$ cat src/rtl/spi_pkg.sv
// Shared types and constants for the SPI master.
package spi_pkg;

    typedef enum logic [1:0] {
        IDLE     = 2'd0,
        DELAY    = 2'd1,
        SELECTED = 2'd2,
        SHIFT    = 2'd3
    } state_t;

    localparam int DEFAULT_DELAY_CYCLES = 200;

endpackage

$ cat src/rtl/spi_shifter.sv
// Mode-0 byte shifter: 8-bit shift registers, bit counter and sck generation.
import spi_pkg::*;

module spi_shifter (
    input  logic       clk,
    input  logic       rst_n,
    input  logic       load,
    input  logic [7:0] din,
    input  logic       sdi,
    output logic       sck,
    output logic       mosi,
    output logic [7:0] rx_data,
    output logic       rx_valid,
    output logic       done
);

    logic [7:0] tx_sr;
    logic [7:0] rx_sr;
    logic [2:0] bit_cnt;
    logic       active;

    // The edge that lowers sck for the eighth time closes the byte.
    assign done = active && sck && (bit_cnt == 3'd7);

    always_ff @(posedge clk or negedge rst_n) begin
        if (!rst_n) begin
            tx_sr    <= '0;
            rx_sr    <= '0;
            bit_cnt  <= '0;
            active   <= 1'b0;
            sck      <= 1'b0;
            mosi     <= 1'b0;
            rx_data  <= '0;
            rx_valid <= 1'b0;
        end else begin
            rx_valid <= 1'b0;
            if (load) begin
                tx_sr   <= din;
                mosi    <= din[7];
                sck     <= 1'b0;
                bit_cnt <= '0;
                active  <= 1'b1;
            end else if (active) begin
                sck <= ~sck;
                if (!sck) begin
                    rx_sr <= {rx_sr[6:0], sdi};
                end else begin
                    bit_cnt <= bit_cnt + 3'd1;
                    tx_sr   <= {tx_sr[6:0], 1'b0};
                    mosi    <= tx_sr[6];
                    if (bit_cnt == 3'd7) begin
                        active   <= 1'b0;
                        rx_valid <= 1'b1;
                        rx_data  <= rx_sr;
                    end
                end
            end
        end
    end

endmodule

$ cat src/rtl/spi.sv
// SPI master with chip-select setup delay; define SPI_LOOPBACK_EN
// to feed mosi back into the receive shifter instead of miso.
import spi_pkg::*;

module spi #(
    parameter int DELAY_CYCLES = DEFAULT_DELAY_CYCLES,
    parameter int CNT_W        = 8
) (
    input  logic       clk_800k,
    input  logic       rst_n,
    input  logic       begin_transaction,
    input  logic       end_transaction,
    input  logic [7:0] tx_data,
    input  logic       tx_valid,
    output logic       tx_ready,
    output logic [7:0] rx_data,
    output logic       rx_valid,
    output logic       sck,
    output logic       mosi,
    input  logic       miso,
    output logic       cs
);

    localparam logic [CNT_W-1:0] LAST = CNT_W'(DELAY_CYCLES - 1);

    state_t           state;
    state_t           next_state;
    logic [CNT_W-1:0] delay_count;
    logic             delay_finished;
    logic             end_pending;
    logic             handshake;
    logic             byte_done;
    logic             sdi;

    assign tx_ready  = (state == SELECTED);
    assign cs        = (state == IDLE);
    assign handshake = tx_valid && tx_ready;

`ifdef SPI_LOOPBACK_EN
    assign sdi = mosi;
`else
    assign sdi = miso;
`endif

    always_ff @(posedge clk_800k or negedge rst_n) begin
        if (!rst_n) state <= IDLE;
        else        state <= next_state;
    end

    // A handshake wins over a same-cycle close; the close is then latched.
    always_comb begin
        next_state = state;
        unique case (state)
            IDLE:     if (begin_transaction) next_state = DELAY;
            DELAY: begin
                if (end_transaction)          next_state = IDLE;
                else if (delay_count == LAST) next_state = SELECTED;
            end
            SELECTED: begin
                if (handshake)            next_state = SHIFT;
                else if (end_transaction) next_state = IDLE;
            end
            SHIFT: begin
                if (byte_done)
                    next_state = (end_pending || end_transaction)
                               ? IDLE : SELECTED;
            end
        endcase
    end

    always_ff @(posedge clk_800k or negedge rst_n) begin
        if (!rst_n) begin
            delay_count    <= '0;
            delay_finished <= 1'b0;
            end_pending    <= 1'b0;
        end else begin
            if (state == IDLE && begin_transaction) begin
                delay_count    <= '0;
                delay_finished <= 1'b0;
            end else if (state == DELAY) begin
                delay_count <= delay_count + CNT_W'(1);
                if (next_state == SELECTED) delay_finished <= 1'b1;
            end
            if (state == IDLE || byte_done)
                end_pending <= 1'b0;
            else if (end_transaction && (state == SHIFT || handshake))
                end_pending <= 1'b1;
        end
    end

    spi_shifter u_shifter (
        .clk      (clk_800k),
        .rst_n    (rst_n),
        .load     (handshake),
        .din      (tx_data),
        .sdi      (sdi),
        .sck      (sck),
        .mosi     (mosi),
        .rx_data  (rx_data),
        .rx_valid (rx_valid),
        .done     (byte_done)
    );

endmodule

$ cat config.mk
export PLATFORM = sky130hd
export DESIGN_NAME = spi
export DESIGN_NICKNAME = d
export VERILOG_FILES = /design/src/rtl/spi_pkg.sv /design/src/rtl/spi_shifter.sv /design/src/rtl/spi.sv
export SDC_FILE = /design/constraint.sdc
export NUM_CORES = 1
export LEC_CHECK = 0
export CAP_MARGIN = 20
export CORE_MARGIN = 2
export CORE_UTILIZATION = 58
export CTS_CLUSTER_DIAMETER = 60
export DETAILED_ROUTE_END_ITERATION = 8
export GPL_TIMING_DRIVEN = 0
export PLACE_DENSITY = 0.95
export SLEW_MARGIN = 20
export SYNTH_ARGS = -nofsm -noshare
export SYNTH_HDL_FRONTEND = slang
export SYNTH_HIERARCHICAL = 1
export SYNTH_SLANG_ARGS = --single-unit
export TNS_END_PERCENT = 5
$ cat constraint.sdc
create_clock -name clk_800k -period 2.7 [get_ports clk_800k]
set_input_delay 0.54 -clock clk_800k [delete_from_list [all_inputs] [get_ports clk_800k]]
set_output_delay 0.54 -clock clk_800k [all_outputs]
set_load 0.1 [all_outputs]
==> results of run 1 <==
[sequential cells by signal, summed over array words and instances, names as in the netlist, 2 cells and up]
signal             count
delay_count            8
u_shifter/rx_data      8
u_shifter/rx_sr        8
u_shifter/tx_sr        7
u_shifter/bit_cnt      3
state                  2
[area by class of cell]
type / count / area [um^2] / area share
flip-flops and latches: 41 / 1026 / 0.4302
multi-input cells: 116 / 862.1 / 0.3615
repair buffers: 27 / 280.3 / 0.1175
inverters: 7 / 26.28 / 0.01102
plain buffers: 9 / 48.80 / 0.02046
well taps: 46 / 57.56 / 0.02413
clock buffers: 5 / 37.54 / 0.01574
clock inverters: 3 / 46.29 / 0.01941
[synth_stat cells, types with 2 or more instances]
| library cell | n |
|---|---|
| dfrtp_1 | 41 |
| buf_2 | 3 |
| nand3_1 | 6 |
| inv_1 | 7 |
| nor2_1 | 4 |
| mux2i_1 | 4 |
| a21oi_1 | 7 |
| o211ai_1 | 6 |
| nand3b_1 | 2 |
| clkbuf_1 | 3 |
| nand2b_1 | 7 |
| a211oi_1 | 2 |
| nand2_1 | 19 |
| ha_1 | 3 |
| nand4b_1 | 7 |
| o21ai_0 | 7 |
| mux2_2 | 17 |
| nor3_1 | 4 |
| a21bo_2 | 3 |
[critical path: cells and delay by family (launching register included)]
family / cells / cell delay [ns]
simple gates: 1 / 0.13
flops: 1 / 0.43
buf+inv: 2 / 1.06
[per-layer routing]
layer | part of all wire | vias up | global-route usage
met5 | 0 | - | 0
met4 | 0.020 | 0 | 0.1111
met3 | 0.031 | 7 | 0.05435
met2 | 0.49 | 22 | 0.3342
met1 | 0.46 | 691 | 0.2651
li1 | - | 681 | -
[cells in the final DEF, fill, tap and decap left out, drive strengths merged, types with 7 or more instances in the layout]
cell and instances:
clkbuf 8, a21oi 7, mux2 18, buf 8, dfrtp 41, clkdlybuf4s50 23
inv 7, o21ai 8, nand2b 8, nand2 19, nand4b 8
[cells by family (layout without fill, tap and decap cells)]
family | count (synthesis) | after routing
mux | 22 | 22
flops | 41 | 41
fa+ha+maj | 3 | 3
xor+xnor | 1 | 1
compound gates | 30 | 30
buf+inv | 16 | 51
simple gates | 60 | 60
[through the flow]
stage | total power [uW] | utilization
after floorplan | 2168 | -
after global placement | 2461 | 0.6945
after detailed placement | 2522 | 0.7013
after CTS | 2922 | 0.7261
after global routing | 3084 | 0.7261
final | 2902 | 0.7261
[path summary, 6_finish.rpt]
check,start,to,slack [ns]
min,rst_n,delay_count[7],0.11
min reg2reg,delay_count[7],delay_count[7],0.51
max,state[1],cs,0.18
max reg2reg,u_shifter/active,state[0],0.89
min in group clk_800k,delay_count[7],delay_count[7],0.51
max in group asynchronous,rst_n,u_shifter/sck,2.10
[power by group through the flow]
stage | Combinational [uW] | Sequential, uW | Clock (uW)
floorplan | 768 | 1400 | 0
global placement | 1430 | 1030 | 0
detailed placement | 1470 | 1050 | 0
CTS | 1470 | 1040 | 420
global route | 1560 | 1070 | 451
finish | 1450 | 1040 | 409
[timing repair]
item / 4_1_cts / 5_1_grt
setup buffers: 0 / 0
setup endpoints to repair: 2 / 0
gates resized for setup: 2 / 0
endpoints found under the hold margin: 0 / 0
==> impl_results.md, run 1 <==
- Status: finished clean
- Max clock buf depth: 2
- #FFs+latches synth: 41
- Non-Filler Instances: roughly 250
- Pre-CTS WS: 0.2927 ns
- Final GP Congestion: 0.8652
- Crit-path cells: buf_2 > nor2_1 > dlygate4sd2_1
- Internal Power: 1570 uW
- N_diodes: 0
- DR iter-0 viols: 76
- CTS tree: yes
- Synth Cell Area: 0.001963 mm^2
- Final-report max-slew violation count: 0
- Dpl cells: roughly 250
- CTS Hold Bufs: 0
- Via count: approximately 1.4k
- XOR/XNOR share of the synthesized area: 0.004461
- Crit path launch type: register
- Port Buffer Count: 26
- DP Area: approximately 0.0023 mm^2
- Area leader, netlist: dfrtp_1
- Layout cell share with drive strength beyond 1: 0.2067
- Reg power frac: 0.358
- Critical Path Max Stage Delay: 0.87 ns
- Crit-path max FO: 10
- Setup violations, final: 0
- Total GRT Usage: 0.2098
- Area Overhead vs Synth: 21.48%
- Critical Path RT: 2.16 ns
- Syn_nets: 190
- Initial antenna violation count: 0
- Filler cells: 237
- Via-per-instance ratio: 5.516
- Clock buffer count from CTS: 5
- Largest family of logic cells by synthesized area: simple AND/OR/NAND/NOR gates
- Post-DP HPWL: between 2 and 3 mm
- DRC Markers: 0
- Fin crit period: 2.522 ns
- Max-Slew Margin vs Limit: 0.3441
- Die Span X: roughly 62 um
- Slew at the pin closest to its max-slew limit: 0.9807 ns
- Row cnt: 21
- Die Y: roughly 62 um
- Min-Delay Path Class: input port to async pin
- RSZ-0062 raised after global routing: false
- Combinational power share: 0.501
- Initial core utilization: 0.5977
- Simple-gate area share of the yosys netlist: 0.1874
- F_max: a little under 0.4 GHz
- Distinct cells, synth: 40
- Top FF cell, synth: dfrtp_1
- Sw frac: 0.4589
- Worst EP arrival: between 1.5 and 2 ns
- Psw: 1332 uW
- Clk_skew: 0.01640 ns
- Synth area leaders: dfrtp_1, mux2_2, nand2_1
- CTS root buf: clkbuf_4
- H-tree levels: 2
- Antenna Nets Post-Route: 0
- Final Hold Viols: 0
- Final setup TNS: 0 ns
- Synth warn: 6
- Pwr/cell area: approximately 1200 mW/mm^2
- # nets final: 224
- Final wirelength: 3.575 mm
- Fin area: 0.002385 mm^2
- Area share of the largest cell type after synthesis: 0.5226
- Core ar.: 0.003284 mm^2
- Fraction of registers with async set/reset: 1.000
- Clock Sinks: 41
- Fin Hold WS: 0.1148 ns
- Worst path slowest cell: dlygate4sd2_1
- Post-route setup slack: 0.1778 ns
- Largest net degree at the start of global routing: 23
- Cell count after synthesis: 173
- Adder and majority gate portion of the synthesized area: 0.01912
- Register area share after synthesis: 0.5226
- Crit path kind: register to output pin
- Max Cap Viol: 0
- Drt pass-1 iters: 4
- Drt wl/cell: between 10 and 15 um
- First-pass GRT wire length: about 6.2 mm
- Setup crit end kind: output pin
- Clk_lat worst skew: 0.37 ns
- Final period util: 0.9341
- DIE AREA: 0.003866 mm^2
- Cell count of the worst reg-to-reg path: 6
- GRT Residual Overflow: 0
- Avg Synthesized Cell Area: around 11 um^2
- Vias in the first global route: about 1.4k
- I/O pin count: 27
- Clock share of power: 0.141
- CTS clock-pin slew for the worst setup and hold paths: 0.13 ns
- Multiplexer area fraction after synthesis: 0.1236
- Max VDD drop: roughly 0.57 mV
- Lkg Pwr: around 0.0011 uW
- Post-synth EDFFs: 0
- Synth Area in Compound Gates: 0.1045
(Power assumes the default switching activity.)
==> run 2: changes to the inputs <==
--- a/config.mk
+++ b/config.mk
@@ -7,11 +7,11 @@
 export LEC_CHECK = 0
 export CAP_MARGIN = 20
 export CORE_MARGIN = 2
-export CORE_UTILIZATION = 58
+export CORE_UTILIZATION = 26
 export CTS_CLUSTER_DIAMETER = 60
 export DETAILED_ROUTE_END_ITERATION = 8
 export GPL_TIMING_DRIVEN = 0
-export PLACE_DENSITY = 0.95
+export PLACE_DENSITY = 0.55
 export SLEW_MARGIN = 20
 export SYNTH_ARGS = -nofsm -noshare
 export SYNTH_HDL_FRONTEND = slang
==> run 2 against run 1 <==
Worst setup slack gained 0.026 ns; flip-flop and latch count is the same; via count grew 0.29%; clock skew shrank 0.0023 ns; non-clock buffer count is the same; final area grew 3.9%; highest routed layer unchanged.
==> impl_results.md, run 2 (synthesis gave the netlist of run 1 again) <==
- Status: finished clean
- Drt pass-1 iters: 4 (unchanged)
- Fin crit period: 2.496 ns (-0.02641 ns)
- Crit path launch type: register
- Final period util: 0.9244 (-0.009781)
- Max clock buf depth: 2 (unchanged)
- Final-report max-slew violation count: 0 (unchanged)
- CTS clock-pin slew for the worst setup and hold paths: 0.09 ns (-0.04 ns)
- Crit-path max FO: 10 (unchanged)
- Area Overhead vs Synth: 26.26%
- Setup crit end kind: output pin
- Slew at the pin closest to its max-slew limit: 0.9713 ns (-0.009414 ns)
- Post-DP HPWL: 2.681 mm (+4.3%)
- Critical Path Max Stage Delay: 0.88 ns (about the same)
- Setup violations, final: 0 (unchanged)
- Dpl cells: 299 (+22%)
- CTS root buf: clkbuf_8
- Clk_lat worst skew: 0.30 ns (-0.07 ns)
- DRC Markers: 0 (unchanged)
- Vias in the first global route: 1430 (+5.4%)
- Pwr/cell area: 1204 mW/mm^2 (-1.0%)
- Die Y: 90.90 um (+46%)
- # nets final: 224 (unchanged)
- CTS tree: yes
- Drt wl/cell: 12.29 um (-13%)
- Non-Filler Instances: 307 (+21%)
- Crit-path cells: buf_2 > nor2_1 > dlygate4sd2_1
- Layout cell share with drive strength beyond 1: 0.2067 (unchanged)
- Top flop regs: delay_count: 8 flops, u_shifter/rx_data: 8 flops, u_shifter/rx_sr: 8 flops
- Final GP Congestion: 0.7509 (-13%)
- I/O pin count: 27 (unchanged)
- Clock Sinks: 41 (unchanged)
- Core ar.: 0.007292 mm^2 (+120%)
- Antenna Nets Post-Route: 0 (unchanged)
- Initial antenna violation count: 0 (unchanged)
- Clock buffer count from CTS: 5 (unchanged)
- Lkg Pwr: 0.001075 uW (+2.1%)
- Critical Path RT: 2.16 ns (about the same)
- Final wirelength: 3.772 mm (+5.5%)
- Final Hold Viols: 0 (unchanged)
- Via-per-instance ratio: 4.577 (-17%)
- Port Buffer Count: 26 (unchanged)
- F_max: 0.4007 GHz (+1.1%)
- Min-Delay Path Class: input port to async pin
- Worst path slowest cell: dlygate4sd2_1
- Pre-CTS WS: 0.2447 ns (-0.04802 ns)
- Worst EP arrival: 1.96 ns (-0.02 ns)
- GRT Residual Overflow: 0 (unchanged)
- H-tree levels: 2 (unchanged)
- Post-cts resize count: 1 (-1)
- Clk_skew: 0.01406 ns (-0.002337 ns)
- CTS Hold Bufs: 0 (unchanged)
- Footprint of the multi-input gates: 862.1 um^2 (unchanged)
- Max VDD drop: 0.3887 mV (-31%)
- Post-Route Utilization: 0.3399 (-0.3862)
- Reg area: 0.001026 mm^2 (unchanged)
- Largest net degree at the start of global routing: 26 (+13%)
- Filler cells: 774 (+230%)
- Die Span X: 90.90 um (+46%)
- Row cnt: 31 (+48%)
- Total GRT Usage: 0.1023 (-0.1075)
- Post-route setup slack: 0.2042 ns (+0.02641 ns)
- N_diodes: 0 (unchanged)
- First-pass GRT wire length: 6.837 mm (+10%)
- Crit path buf inv count: 2 (unchanged)
- DR iter-0 viols: 36 (-53%)
- Most common cell after layout, fill and taps aside: dfrtp_1
- RSZ-0062 raised after global routing: false
- Initial core utilization: 0.2692 (-0.3285)
- Crit path kind: register to output pin
- Max Cap Viol: 0 (unchanged)
- Max-Slew Margin vs Limit: 0.3504 (+0.006296)
- Top delay family on crit path: buffers and inverters
- Setup Buffers After CTS: 0 (unchanged)
- Most frequent cells in the layout: dfrtp_1, clkdlybuf4s50_1, nand2_1
- Worst reg-to-reg setup slack: 0.89 ns (about the same)
- DIE AREA: 0.008262 mm^2 (+110%)
- Via count: 1405 (+0.29%)
run 2: changes by cell type in the layout (fill, tap and decap cells not counted):
| cell | previous run | this run |
|---|---|---|
| buf_12 | 0 | 1 |
| buf_16 | 1 | 0 |
| clkbuf_8 | 0 | 5 |
| dlymetal6s2s_1 | 0 | 1 |
| clkbuf_4 | 5 | 0 |
| dlygate4sd2_1 | 2 | 1 |
run 2: where the power goes:
part           total, uW  switching (uW)  internal (uW)
Sequential          1030             174            855
Clock                500             224            277
Combinational       1460             933            522
run 2: path summary, 6_finish.rpt:
kind | start | endpoint | depth (start not counted)
worst max-delay path | state[1] | cs | 3
worst min-delay path | rst_n | delay_count[4] | 1
worst max register to register | u_shifter/active | state[0] | 6
worst min register to register | delay_count[7] | delay_count[7] | 1
max in group asynchronous | rst_n | u_shifter/rx_data[0] | 2
min in group clk_800k | delay_count[7] | delay_count[7] | 1
run 2: per-layer routing:
metal | global-route usage | part of all wire | routed length [um] | vias up
li1 | - | - | - | 686
met1 | 0.1261 | 0.46 | 1720 | 693
met2 | 0.1692 | 0.49 | 1857 | 21
met3 | 0.02838 | 0.037 | 140 | 5
met4 | 0.04167 | 0.014 | 54 | 0
met5 | 0 | 0 | 0 | -
run 2: worst register-to-register path: stages (launching register included):
cell,delay [ns]
dfrtp_1,0.35
buf_6,0.13
clkbuf_1,0.37
and3_1,0.26
nand3b_1,0.13
o311ai_2,0.13
mux2_1,0.33
run 2: metrics by stage:
stage	hold slack [ns]	TNS, ns	total power [uW]	cell area, um^2
after floorplan	0.2444	0	2168	1963
after global placement	0.4917	-1.983	2495	2347
after detailed placement	0.4941	0	2518	2362
after CTS	0.1702	0	3032	2476
after global routing	0.1826	0	3186	2479
final	0.1657	0	2984	2479
run 2: cell type report:
cell class	count	area share
sequential	41	0.4139
multi-input combinational	116	0.3478
timing repair buffer	27	0.1116
tap	99	0.04997
clock buffer	5	0.02776
buffer	9	0.01969
clock inverter	3	0.01868
inverter	7	0.01060
==> run 3: changes to the inputs <==
--- a/config.mk
+++ b/config.mk
@@ -6,12 +6,15 @@
 export NUM_CORES = 1
 export LEC_CHECK = 0
 export CAP_MARGIN = 20
+export CELL_PAD_IN_SITES_DETAIL_PLACEMENT = 1
+export CELL_PAD_IN_SITES_GLOBAL_PLACEMENT = 1
 export CORE_MARGIN = 2
 export CORE_UTILIZATION = 26
+export CTS_BUF_LIST = sky130_fd_sc_hd__clkbuf_4 sky130_fd_sc_hd__clkbuf_8 sky130_fd_sc_hd__clkbuf_16
 export CTS_CLUSTER_DIAMETER = 60
 export DETAILED_ROUTE_END_ITERATION = 8
 export GPL_TIMING_DRIVEN = 0
-export PLACE_DENSITY = 0.55
+export PLACE_DENSITY = 0.63
 export SLEW_MARGIN = 20
 export SYNTH_ARGS = -nofsm -noshare
 export SYNTH_HDL_FRONTEND = slang
==> run 3 against run 2 <==
Wire length up 9.8%; worst setup slack worse by 0.12 ns; critical endpoint is now tx_ready; critical path depth down 1.
==> impl_results.md, run 3 (synthesis gave the netlist of run 1 again) <==
- Status: finished clean
- Most frequent cells in the layout: dfrtp_1, clkdlybuf4s50_1, nand2_1
- Via count: 1412 (+0.50%)
- Crit path launch type: register
- Die Y: 90.90 um (unchanged)
- Setup crit end kind: output pin
- DRC Markers: 0 (unchanged)
- Vias in the first global route: 1490 (+4.2%)
- CTS Hold Bufs: 0 (unchanged)
- Total GRT Usage: 0.1111 (+0.008759)
- Clock Sinks: 41 (unchanged)
- Max VDD drop: 0.4413 mV (+14%)
- Crit-path max FO: 8 (-2)
- N_diodes: 0 (unchanged)
- Lkg Pwr: 0.001063 uW (-1.1%)
- GRT Residual Overflow: 0 (unchanged)
- Max clock buf depth: 2 (unchanged)
- Area Overhead vs Synth: 26.00%
- Pwr/cell area: 1217 mW/mm^2 (+1.0%)
- H-tree levels: 2 (unchanged)
- Max-Slew Margin vs Limit: 0.3422 (-0.008191)
- Worst EP arrival: 2.07 ns (+0.11 ns)
- CTS root buf: clkbuf_8
- First-pass GRT wire length: 7.272 mm (+6.4%)
- Non-Filler Instances: 307 (unchanged)
- Min-Delay Path Class: input port to async pin
- CTS clock-pin slew for the worst setup and hold paths: 0.08 ns (about the same)
- Via-per-instance ratio: 4.599 (+0.50%)
- Initial antenna violation count: 0 (unchanged)
- Initial core utilization: 0.2692 (unchanged)
- Slew at the pin closest to its max-slew limit: 0.9836 ns (+0.01225 ns)
- Fin area: 0.002474 mm^2 (-0.20%)
- Filler cells: 843 (+8.9%)
- Most common cell after layout, fill and taps aside: dfrtp_1
- Clock buffer count from CTS: 5 (unchanged)
- Fin crit period: 2.614 ns (+0.1181 ns)
- Drt wl/cell: 13.50 um (+9.8%)
- DP Area: 0.002362 mm^2 (unchanged)
- Worst Setup SP: state[0]
- DR iter-0 viols: 36 (unchanged)
- Post-DP HPWL: 2.923 mm (+9.0%)
- Top flop regs: delay_count: 8 flops, u_shifter/rx_data: 8 flops, u_shifter/rx_sr: 8 flops
- Port Buffer Count: 26 (unchanged)
- Core ar.: 0.007292 mm^2 (unchanged)
- I/O pin count: 27 (unchanged)
- Final GP Congestion: 0.7793 (+3.8%)
- Layout cell share with drive strength beyond 1: 0.2067 (unchanged)
- # nets final: 224 (unchanged)
- DIE AREA: 0.008262 mm^2 (unchanged)
- Die Span X: 90.90 um (unchanged)
- Final period util: 0.9681 (+0.04375)
- Dpl cells: 299 (unchanged)
- Setup violations, final: 0 (unchanged)
- Largest net degree at the start of global routing: 26 (unchanged)
- Final wirelength: 4.143 mm (+9.8%)
- F_max: 0.3826 GHz (-4.5%)
- Max Cap Viol: 0 (unchanged)
- Drt pass-1 iters: 4 (unchanged)
- Antenna Nets Post-Route: 0 (unchanged)
- Critical Path RT: 2.16 ns (about the same)
- CTS tree: yes
- Clk_skew: 0.01219 ns (-0.001870 ns)
- Clk_lat worst skew: 0.30 ns (about the same)
- Final Hold Viols: 0 (unchanged)
- Cell count of the worst reg-to-reg path: 6 (unchanged)
- Worst r2r src: u_shifter/active
- RSZ-0062 raised after global routing: false
- Final-report max-slew violation count: 0 (unchanged)
- Crit path kind: register to output pin
- Row cnt: 31 (unchanged)
[run 3: critical path, cell delays in order (launching register included)]
cell	delay, ns
dfrtp_1	0.48
nor2b_2	0.16
clkdlybuf4s50_1	1.14
[run 3: metal layers]
metal	vias to the layer above	routed length (um)	part of all wire	global-route usage
met5	-	0	0	0
met1	706	1932	0.47	0.1420
met3	8	136	0.033	0.02838
met2	20	2010	0.49	0.1828
li1	678	-	-	-
met4	0	63	0.015	0.03788
[run 3: layout make-up]
class	count	area [um^2]	share of cell area
Sequential cell	41	1026	0.4148
Timing Repair Buffer	27	274.0	0.1108
Buffer	9	48.80	0.01973
Tap cell	99	123.9	0.05008
Clock inverter	3	43.79	0.01770
Inverter	7	26.28	0.01062
Clock buffer	5	68.82	0.02782
Multi-Input combinational cell	116	862.1	0.3485
[run 3: where the power goes]
| group | switching, uW | internal (uW) |
|---|---|---|
| clock network | 229 | 277 |
| registers | 174 | 855 |
| logic | 951 | 524 |
[run 3: final timing paths]
check	to	slack (ns)
hold reg to reg	delay_count[7]	0.51
setup reg to reg	state[0]	0.84
setup / recovery	tx_ready	0.09
hold / removal	delay_count[2]	0.18
min in group clk_800k	delay_count[7]	0.51
max in group asynchronous	u_shifter/sck	2.03
[run 3: stage by stage]
| stage | power (uW) | setup TNS, ns | setup slack, ns | hold WS [ns] | utilization |
|---|---|---|---|---|---|
| floorplan | 2168 | 0 | 0.3163 | 0.2444 | - |
| finish | 3009 | 0 | 0.08613 | 0.1762 | 0.3392 |
| CTS | 3057 | 0 | 0.05652 | 0.1762 | 0.3392 |
| global route | 3227 | 0 | 0.006524 | 0.1831 | 0.3392 |
| global placement | 2508 | -4.247 | -0.1048 | 0.4880 | 0.3219 |
| detailed placement | 2541 | 0 | 0.2101 | 0.4928 | 0.3240 |
[run 3: repair_timing]
item	4_1_cts	5_1_grt
resized for setup	1	0
buffers inserted	0	0
endpoints found under the hold margin	0	0
setup endpoints to repair	1	0
